$ cat config.mk
export PLATFORM = sky130hd
export DESIGN_NAME = fft32_stage_ctrl
export DESIGN_NICKNAME = d
export VERILOG_FILES = /design/src/rtl/fft_pkg.sv /design/src/rtl/fft32_addr_gen.sv /design/src/rtl/fft32_stage_ctrl.sv
export SDC_FILE = /design/constraint.sdc
export NUM_CORES = 1
export LEC_CHECK = 0
export BUFFER_PORTS_ARGS = -buffer_cell sky130_fd_sc_hd__buf_2
export CAP_MARGIN = 30
export CORE_ASPECT_RATIO = 0.7
export CORE_MARGIN = 1
export CORE_UTILIZATION = 52
export CTS_CLUSTER_SIZE = 40
export DETAILED_ROUTE_END_ITERATION = 12
export PLACE_DENSITY = 0.76
export SLEW_MARGIN = 25
export SYNTH_ARGS = -nofsm -noshare
export SYNTH_HDL_FRONTEND = slang
export SYNTH_HIERARCHICAL = 1
export SYNTH_SLANG_ARGS = --single-unit
export TNS_END_PERCENT = 10
$ cat constraint.sdc
create_clock -name clk -period 4.7 [get_ports clk]
set_clock_uncertainty 0.15 [all_clocks]
set_input_delay 0.94 -clock clk [delete_from_list [all_inputs] [get_ports clk]]
set_output_delay 0.94 -clock clk [all_outputs]
set_load 0.01 [all_outputs]
$ cat src/rtl/fft_pkg.sv
// Shared constants and types for the 32-point radix-2 DIT FFT sequencer.
package fft_pkg;

  localparam int FFT_N         = 32;
  localparam int FFT_LOG2N     = 5;
  localparam int ADDR_W        = FFT_LOG2N;
  localparam int TW_W          = FFT_LOG2N - 1;
  localparam int BF_PER_CYCLE  = 2;
  localparam int CYC_PER_STAGE = FFT_N / (2 * BF_PER_CYCLE);
  localparam int NUM_STAGES    = FFT_LOG2N;
  localparam int STAGE_W       = 3;
  localparam int CYC_W         = 3;

  typedef enum logic [1:0] {IDLE, ISSUE, DRAIN, FINISH} state_t;

  // One issue slot: strobe plus the four operand addresses.
  typedef struct packed {
    logic              valid;
    logic [ADDR_W-1:0] a0;
    logic [ADDR_W-1:0] a1;
    logic [ADDR_W-1:0] a2;
    logic [ADDR_W-1:0] a3;
  } slot_t;

endpackage

$ cat src/rtl/fft32_addr_gen.sv
// Butterfly address/twiddle generator: (stage, butterfly index) -> (top, bot, k).
module fft32_addr_gen
  import fft_pkg::*;
(
  input  logic [STAGE_W-1:0] stage,
  input  logic [TW_W-1:0]    b,
  output logic [ADDR_W-1:0]  top,
  output logic [ADDR_W-1:0]  bot,
  output logic [TW_W-1:0]    k
);

  logic [ADDR_W-1:0] b_x;
  logic [ADDR_W-1:0] h;
  logic [ADDR_W-1:0] pos;
  logic [ADDR_W-1:0] grp;

  // top inserts a zero at bit position 'stage' of b; bot sets that bit.
  always_comb begin
    b_x = {1'b0, b};
    h   = ADDR_W'(1) << stage;
    pos = b_x & (h - ADDR_W'(1));
    grp = b_x >> stage;
    top = (grp << (stage + STAGE_W'(1))) | pos;
    bot = top + h;
    k   = TW_W'(pos << (STAGE_W'(TW_W) - stage));
  end

endmodule

$ cat src/rtl/fft32_stage_ctrl.sv
// Stage sequencer for an in-place 32-point radix-2 DIT FFT driving a dual-butterfly
// datapath: issues read addresses/twiddles and delays them into write-back addresses.
module fft32_stage_ctrl
  import fft_pkg::*;
#(
  parameter int LOG2N    = 5,
  parameter int PIPE_LAT = 2
) (
  input  logic             clk,
  input  logic             rst,
  input  logic             start,
  output logic             busy,
  output logic             done,
  output logic [2:0]       stage,
  output logic             rd_en,
  output logic [LOG2N-1:0] rd_addr0,
  output logic [LOG2N-1:0] rd_addr1,
  output logic [LOG2N-1:0] rd_addr2,
  output logic [LOG2N-1:0] rd_addr3,
  output logic [LOG2N-2:0] tw_idx0,
  output logic [LOG2N-2:0] tw_idx1,
  output logic             wr_en,
  output logic [LOG2N-1:0] wr_addr0,
  output logic [LOG2N-1:0] wr_addr1,
  output logic [LOG2N-1:0] wr_addr2,
  output logic [LOG2N-1:0] wr_addr3
);

  localparam logic [CYC_W-1:0]   LAST_CYC   = CYC_W'(CYC_PER_STAGE - 1);
  localparam logic [2:0]         LAST_DCNT  = 3'(PIPE_LAT - 1);
  localparam logic [STAGE_W-1:0] LAST_STAGE = STAGE_W'(NUM_STAGES - 1);

  state_t               state_q, state_d;
  logic [STAGE_W-1:0]   stage_q, stage_d;
  logic [CYC_W-1:0]     cyc_q, cyc_d;
  logic [2:0]           dcnt_q, dcnt_d;

  // NOTE: state uses non-blocking assignments so every flop samples pre-edge values.
  always_ff @(posedge clk or posedge rst) begin
    if (rst) begin
      state_q <= IDLE;
      stage_q <= '0;
      cyc_q   <= '0;
      dcnt_q  <= '0;
    end else begin
      state_q <= state_d;
      stage_q <= stage_d;
      cyc_q   <= cyc_d;
      dcnt_q  <= dcnt_d;
    end
  end

  // NOTE: every comb output gets a default first so no path infers a latch.
  always_comb begin
    state_d = state_q;
    stage_d = stage_q;
    cyc_d   = cyc_q;
    dcnt_d  = dcnt_q;
    unique case (state_q)
      IDLE: if (start) begin
        state_d = ISSUE;
        stage_d = '0;
        cyc_d   = '0;
      end
      ISSUE: if (cyc_q == LAST_CYC) begin
        state_d = DRAIN;
        dcnt_d  = '0;
      end else begin
        cyc_d = cyc_q + CYC_W'(1);
      end
      DRAIN: if (dcnt_q == LAST_DCNT) begin
        if (stage_q == LAST_STAGE) begin
          state_d = FINISH;
        end else begin
          state_d = ISSUE;
          stage_d = stage_q + STAGE_W'(1);
          cyc_d   = '0;
        end
      end else begin
        dcnt_d = dcnt_q + 3'd1;
      end
      FINISH: begin
        state_d = IDLE;
        stage_d = '0;
      end
      default: state_d = IDLE;
    endcase
  end

  always_comb begin
    busy  = (state_q != IDLE);
    done  = (state_q == FINISH);
    stage = stage_q;
  end

  // Addresses are generated from next-state so they register alongside rd_en.
  logic [ADDR_W-1:0] top_a, bot_a, top_b, bot_b;
  logic [TW_W-1:0]   k_a, k_b;

  fft32_addr_gen u_gen_a (
    .stage (stage_d),
    .b     ({cyc_d, 1'b0}),
    .top   (top_a),
    .bot   (bot_a),
    .k     (k_a)
  );

  fft32_addr_gen u_gen_b (
    .stage (stage_d),
    .b     ({cyc_d, 1'b1}),
    .top   (top_b),
    .bot   (bot_b),
    .k     (k_b)
  );

  slot_t            rd_q;
  logic [TW_W-1:0]  tw0_q, tw1_q;
  slot_t            pipe_q [PIPE_LAT];

  always_ff @(posedge clk or posedge rst) begin
    if (rst) begin
      rd_q  <= '0;
      tw0_q <= '0;
      tw1_q <= '0;
    end else if (state_d == ISSUE) begin
      rd_q  <= '{valid: 1'b1, a0: top_a, a1: top_b, a2: bot_a, a3: bot_b};
      tw0_q <= k_a;
      tw1_q <= k_b;
    end else begin
      rd_q  <= '0;
      tw0_q <= '0;
      tw1_q <= '0;
    end
  end

  // NOTE: the delay line is reset so no stale write strobe survives a mid-pass reset.
  always_ff @(posedge clk or posedge rst) begin
    if (rst) begin
      for (int i = 0; i < PIPE_LAT; i++) pipe_q[i] <= '0;
    end else begin
      pipe_q[0] <= rd_q;
      for (int i = 1; i < PIPE_LAT; i++) pipe_q[i] <= pipe_q[i-1];
    end
  end

  always_comb begin
    rd_en    = rd_q.valid;
    rd_addr0 = rd_q.a0;
    rd_addr1 = rd_q.a1;
    rd_addr2 = rd_q.a2;
    rd_addr3 = rd_q.a3;
    tw_idx0  = tw0_q;
    tw_idx1  = tw1_q;
    wr_en    = pipe_q[PIPE_LAT-1].valid;
    wr_addr0 = pipe_q[PIPE_LAT-1].a0;
    wr_addr1 = pipe_q[PIPE_LAT-1].a1;
    wr_addr2 = pipe_q[PIPE_LAT-1].a2;
    wr_addr3 = pipe_q[PIPE_LAT-1].a3;
  end

endmodule

## Yosys cells after proc, flatten, opt, wreduce, memory -nomap -nowiden

Index checks and enable logic that the tools add are counted.

- Register bits: 82
- Output and inout bits: 55
- Word-level logic and storage cells: 73
- Input port bits: 3

- Add/sub/neg operators: 8
- Muxes and demuxes: 20
- Shifts and indexed selects: 7
- Bitwise logic cells: 4
- Reductions and logical operators: 4
- Equality and inequality tests: 9

Operator list:

| cell | number |
|---|---|
| $mux W3 | 9 |
| $mux W21 | 1 |
| $pmux W3 S3 | 2 |
| $add A3 B1 Y3 const B | 4 |
| $add A5 B5 Y5 | 2 |
| $and A4 B5 Y5 | 2 |
| $or A5 B5 Y5 | 2 |
| $shl A5 B3 Y4 | 2 |
| $shl A5 B3 Y5 | 2 |
| $shr A4 B3 Y5 | 2 |
| $mux W2 | 4 |
| $mux W4 | 2 |
| $pmux W2 S4 | 1 |
| $eq A3 B3 Y1 const B | 2 |
| $pmux W3 S2 | 1 |
| $shl A1 B3 Y5 const A | 1 |
| $sub A5 B1 Y5 const B | 1 |
| $eq A2 B1 Y1 const B | 2 |
| $eq A2 B2 Y1 const B | 2 |
| $ne A2 B2 Y1 const B | 2 |
| $reduce_bool A2 Y1 | 2 |
| $eq A3 B1 Y1 const B | 1 |
| $reduce_and A3 Y1 | 1 |
| $sub A3 B3 Y3 const A | 1 |
| $logic_not A2 Y1 | 1 |

## Logic depth before layout (Yosys ltp)

- Depth in word-level cells: 10
- Mapped depth: 21
- Mapped depth without buffers: 19

## By module

The synthesis kept the hierarchy.

Modules (own cells, without submodules):

| module | area an instance (µm²) | times used | seq. area each (µm²) | cells each |
|---|---|---|---|---|
| fft32_stage_ctrl | 2786.4 | 1 | 2052.0 | 198 |
| fft32_addr_gen | 651.9 | 2 | 0.0 | 83 |

## Least setup slack after synthesis

Ideal clock, no wire load.

- Path kind: reg-to-reg
- From: register dcnt_q[1]
- To: register rd_q, in the netlist rd_addr2[4]
- Required time: 4477 ps
- Cell stages (with the launch flop): 20
- Clock period less this slack: 4633 ps
- Library setup time: 73 ps
- Path buffers: 1
- Path slack: 67 ps
- Data arrival time: 4411 ps
- Cell sequence: dfrtp_1 > inv_1 > ha_1 > nor2b_1 > buf_2 > nand3_1 > o21ai_0 > inv_1 > ha_1 > ha_1 > or2b_1 > mux2_4 > o21ai_4 > xor2_1 > ha_1 > a21o_2 > a21o_1 > a41oi_2 > xor2_1 > nor2b_1

- Word-level cells in the longest chain between the ends: 9
- Elaborated cells on any way between the ends: 17
- Those cells by class: 3 x add/sub; 2 x eq/ne; 3 x shift; 7 x mux; 2 x bitwise

RTL lines:

| what | RTL line | RTL |
|---|---|---|
| from (decl) | fft32_stage_ctrl.sv:36 | `logic [2:0] dcnt_q, dcnt_d;` |
| from (signal assigned) | fft32_stage_ctrl.sv:49 | `dcnt_q <= dcnt_d;` |
| $eq A3 B1 Y1 * | fft32_stage_ctrl.sv:71 | `DRAIN: if (dcnt_q == LAST_DCNT) begin` |
| $mux W3 * | fft32_stage_ctrl.sv:71 |  |
| $pmux W3 S3 * | fft32_stage_ctrl.sv:59 | `unique case (state_q)` |
| net stage_d[0] | fft32_stage_ctrl.sv:34 | `logic [STAGE_W-1:0] stage_q, stage_d;` |
| $shl A1 B3 Y5 | fft32_addr_gen.sv:20 | `h = ADDR_W'(1) << stage;` |
| $sub A5 B1 Y5 | fft32_addr_gen.sv:21 | `pos = b_x & (h - ADDR_W'(1));` |
| $and A4 B5 Y5 | fft32_addr_gen.sv:21 |  |
| $or A5 B5 Y5 * | fft32_addr_gen.sv:23 | `top = (grp << (stage + STAGE_W'(1))) \| pos;` |
| net top_a[1] | fft32_stage_ctrl.sv:97 | `logic [ADDR_W-1:0] top_a, bot_a, top_b, bot_b;` |
| $add A5 B5 Y5 * | fft32_addr_gen.sv:24 | `bot = top + h;` |
| net bot_a[4] | fft32_stage_ctrl.sv:97 |  |
| $mux W21 * | fft32_stage_ctrl.sv:125 | `end else if (state_d == ISSUE) begin` |
| to (signal assigned) | fft32_stage_ctrl.sv:126 | `rd_q <= '{valid: 1'b1, a0: top_a, a1: top_b, a2: bot_a, a3: bot_b};` |
| to (decl) | fft32_stage_ctrl.sv:116 | `slot_t rd_q;` |

The timed path passes the listed nets; every way through them passes the cells marked *.
A chain may end at the register's enable or synchronous reset.

## Final worst setup path

Ends and elaborated chain as after synthesis.

==> qor.yml <==
layout:
  final_cells: 526
  drive_above_1_share_pct: 27.34
  final_area_um2: 4609
  multi_input_area_um2: 1734
  syn2layout_area_growth_pct: 12.69
  nFillCells: 583
  seqCellArea_um2: 2052
  nets: 453
  antennaDiodeCount: 0
yosys:
  synth_area_um2: 4090
  ys_types: 50
  ys_warn_count: 6
  synth_edf_count: 0
  synth_top_flop_cell: "dfrtp_1"
  synthCells: 364
  seq_area_frac_synth_pct: 50.17
  ys_ff_latch: 82
  syn_avg_cell_area_um2: 11.24
  async_flop_share_pct: 100.0
drt:
  postRouteAntennaNets: 0
  vias: 2712
  drtIter0Drc: 139
  routed_wl_um: 7609
  vias_per_cell: 5.156
  dr.pass1.iters: 4
  wire_per_inst_um: 14.47
  drc: 0
sta:
  worstMarginPinSlew_ns: 0.6788
  timing.final.ws_setup_ns: 0.3922
  relSlewSlack_pct: 54.27
  finalHoldViolCount: 0
  setup_viol_count_final: 0
  drv_slew: 0
  period_minus_slack_ns: 4.308
  rsz0062_at_grt: "no"
  max_freq_mhz: 232.1
  period_share_pct: 91.66
  tns_ns: 0
worst_setup_path:
  crit_arrival_ns: 4.44
  crit_chain: "inv_1 > ha_1 > nor2b_2 > a21oi_1 > o21ai_0 > o21ai_2 > buf_4 > ha_1 > nor2b_2 > o21a_1 > o21ai_0 > o21ai_0 > ha_1 > a21o_2 > a21o_1 > a41oi_2 > xor2_1 > nor2b_1"
  cpMaxStageDelayCell: "dfrtp_1"
  cp_top_family: "compound AO/OA/AOI/OAI gates"
  r2r_slack_ns: 0.39
  crit_type: "reg2reg"
  crit_required_ns: 4.83
  end_kind: "flip-flop"
  slowest_delay_ns: 0.42
  critPathBufInv: 2
  cp_max_fo: 15
  cp-start-kind: "flip-flop"
grt:
  grt_pass1_vias: 2669
  grt_pass1_wl_um: 13100
  grt-ovfl-total: 0
  antenna_found_initial: 0
  grt_start_max_net_pins: 43
  grt.total_usage_pct: 20.75
power_and_ir_drop:
  leakagePower_nw: 2.174
  ir_drop_uv: 143.5
  power_density_nw_per_um2: 267.6
  power_mw: 1.233
placement:
  place_area_um2: 4410
  post-place-ws_ns: 0.3666
  place_hpwl_um: 5589
  port-buffer-count: 57
  dp_cells: 510
  place.gp.congestion: 0.9069
cts:
  cts_buffers: 9
  clk_latency_ns: 0.36
  post_cts_resized: 0
  root_buffer: "clkbuf_8"
  cts_tree: "yes"
  ctsHoldBuffers: 0
  postCtsSetupRepairBufs: 0
  htreeDepth: 3
  cts.sinks: 82
  clk_path_buf_depth: 2
  clk_pin_slew_ns: 0.09
floorplanning:
  die_h_um: 76.20
  die_x_um: 108.0
  num_rows: 26
  coreArea_um2: 7450
  die_area_um2: 8230
  num_io_pins: 58
  initial_core_util_pct: 54.90
outcome:
  status: "complete, no violations"
min_path:
  hp-class: "reg2reg"
flow_run:
  maxCapViolCount: 0
[synthesized netlist by cell type, drive strengths merged (5+ instances only)]
master  instances  share of area, %
a21oi          13               2.1
a31oi           5              0.76
buf            32               5.6
dfrtp          82                50
ha             27               8.3
inv            20               1.8
nand2          19               1.7
nand2b          7               1.1
nor2           19               1.7
nor2b          38               5.9
o21ai          21               3.1
xnor2          12               2.6
[per-stage QoR]
step	hold WS, ns	util [%]
final	0.1944	61.87
after global routing	0.1985	61.87
after CTS	0.1923	61.84
after detailed placement	0.1847	59.20
after global placement	0.1815	59.20
after floorplan	0.1812	-
[cell usage in the layout, fill, tap and decap left out, drive strengths merged, types with 5 or more instances in the layout]
master,Yosys,final
nor2,19,19
buf,32,76
dfrtp,82,82
nand2b,7,7
nand2,19,19
ha,27,27
conb,2,8
a21oi,13,13
a31oi,5,5
xnor2,12,12
nor2b,38,38
clkbuf,2,9
o21ai,21,21
inv,20,22
[sequential cells by signal (all words and copies together), names as in the netlist]
name and count:
wr_addr2 5, state_q 2, rd_addr0 5, pipe_q 21, wr_addr0 5, dcnt_q 3, wr_en 1, rd_en 1
wr_addr1 5, stage 3, rd_addr2 5, wr_addr3 5, tw_idx1 4, cyc_q 3, rd_addr3 5, rd_addr1 5
tw_idx0 4
[kinds of logic (layout without fill, tap and decap cells)]
logic type      after synthesis  after routing  synth area share, %
compound gates               71             71                13.15
mux                           7              7                2.203
flops                        82             82                50.17
other cells                   2              8               0.1836
simple gates                105            105                14.47
fa+ha+maj                    27             27                8.259
buf+inv                      54            112                8.137
xor+xnor                     16             16                3.426
[worst paths after layout]
path                       startpoint           to  depth (start not counted)
setup / recovery            dcnt_q[1]  rd_addr2[4]                         18
hold / removal             pipe_q[41]        wr_en                          0
setup reg to reg            dcnt_q[1]  rd_addr2[4]                         18
hold reg to reg            pipe_q[41]        wr_en                          0
max in group asynchronous         rst   pipe_q[41]                          3
min in group asynchronous         rst  rd_addr2[2]                          2
[layer usage]
layer  part of all wire [%]  routed length (um)  vias up  GRT usage [%]
met1                     50                3818     1316          29.02
met2                     44                3342       68          30.89
li1                       -                   -     1318              -
met3                    4.7                 359       10          5.988
met5                      0                   0        -              0
met4                    1.2                  88        0          6.849
[final cells by class]
cell class	instances	area share, %
sequential	82	44.52
clock inverter	7	1.574
inverter	20	1.656
timing repair buffer	76	9.283
multi-input combinational	234	37.62
tap	98	2.660
clock buffer	9	2.687
[where the power goes]
part,leakage (nW),internal (mW),switching [mW]
logic,1.11,0.0101,0.0235
clock network,0.0966,0.207,0.280
registers,0.965,0.711,0.00179
total,2.17,0.928,0.305
(Power assumes the default switching activity.)
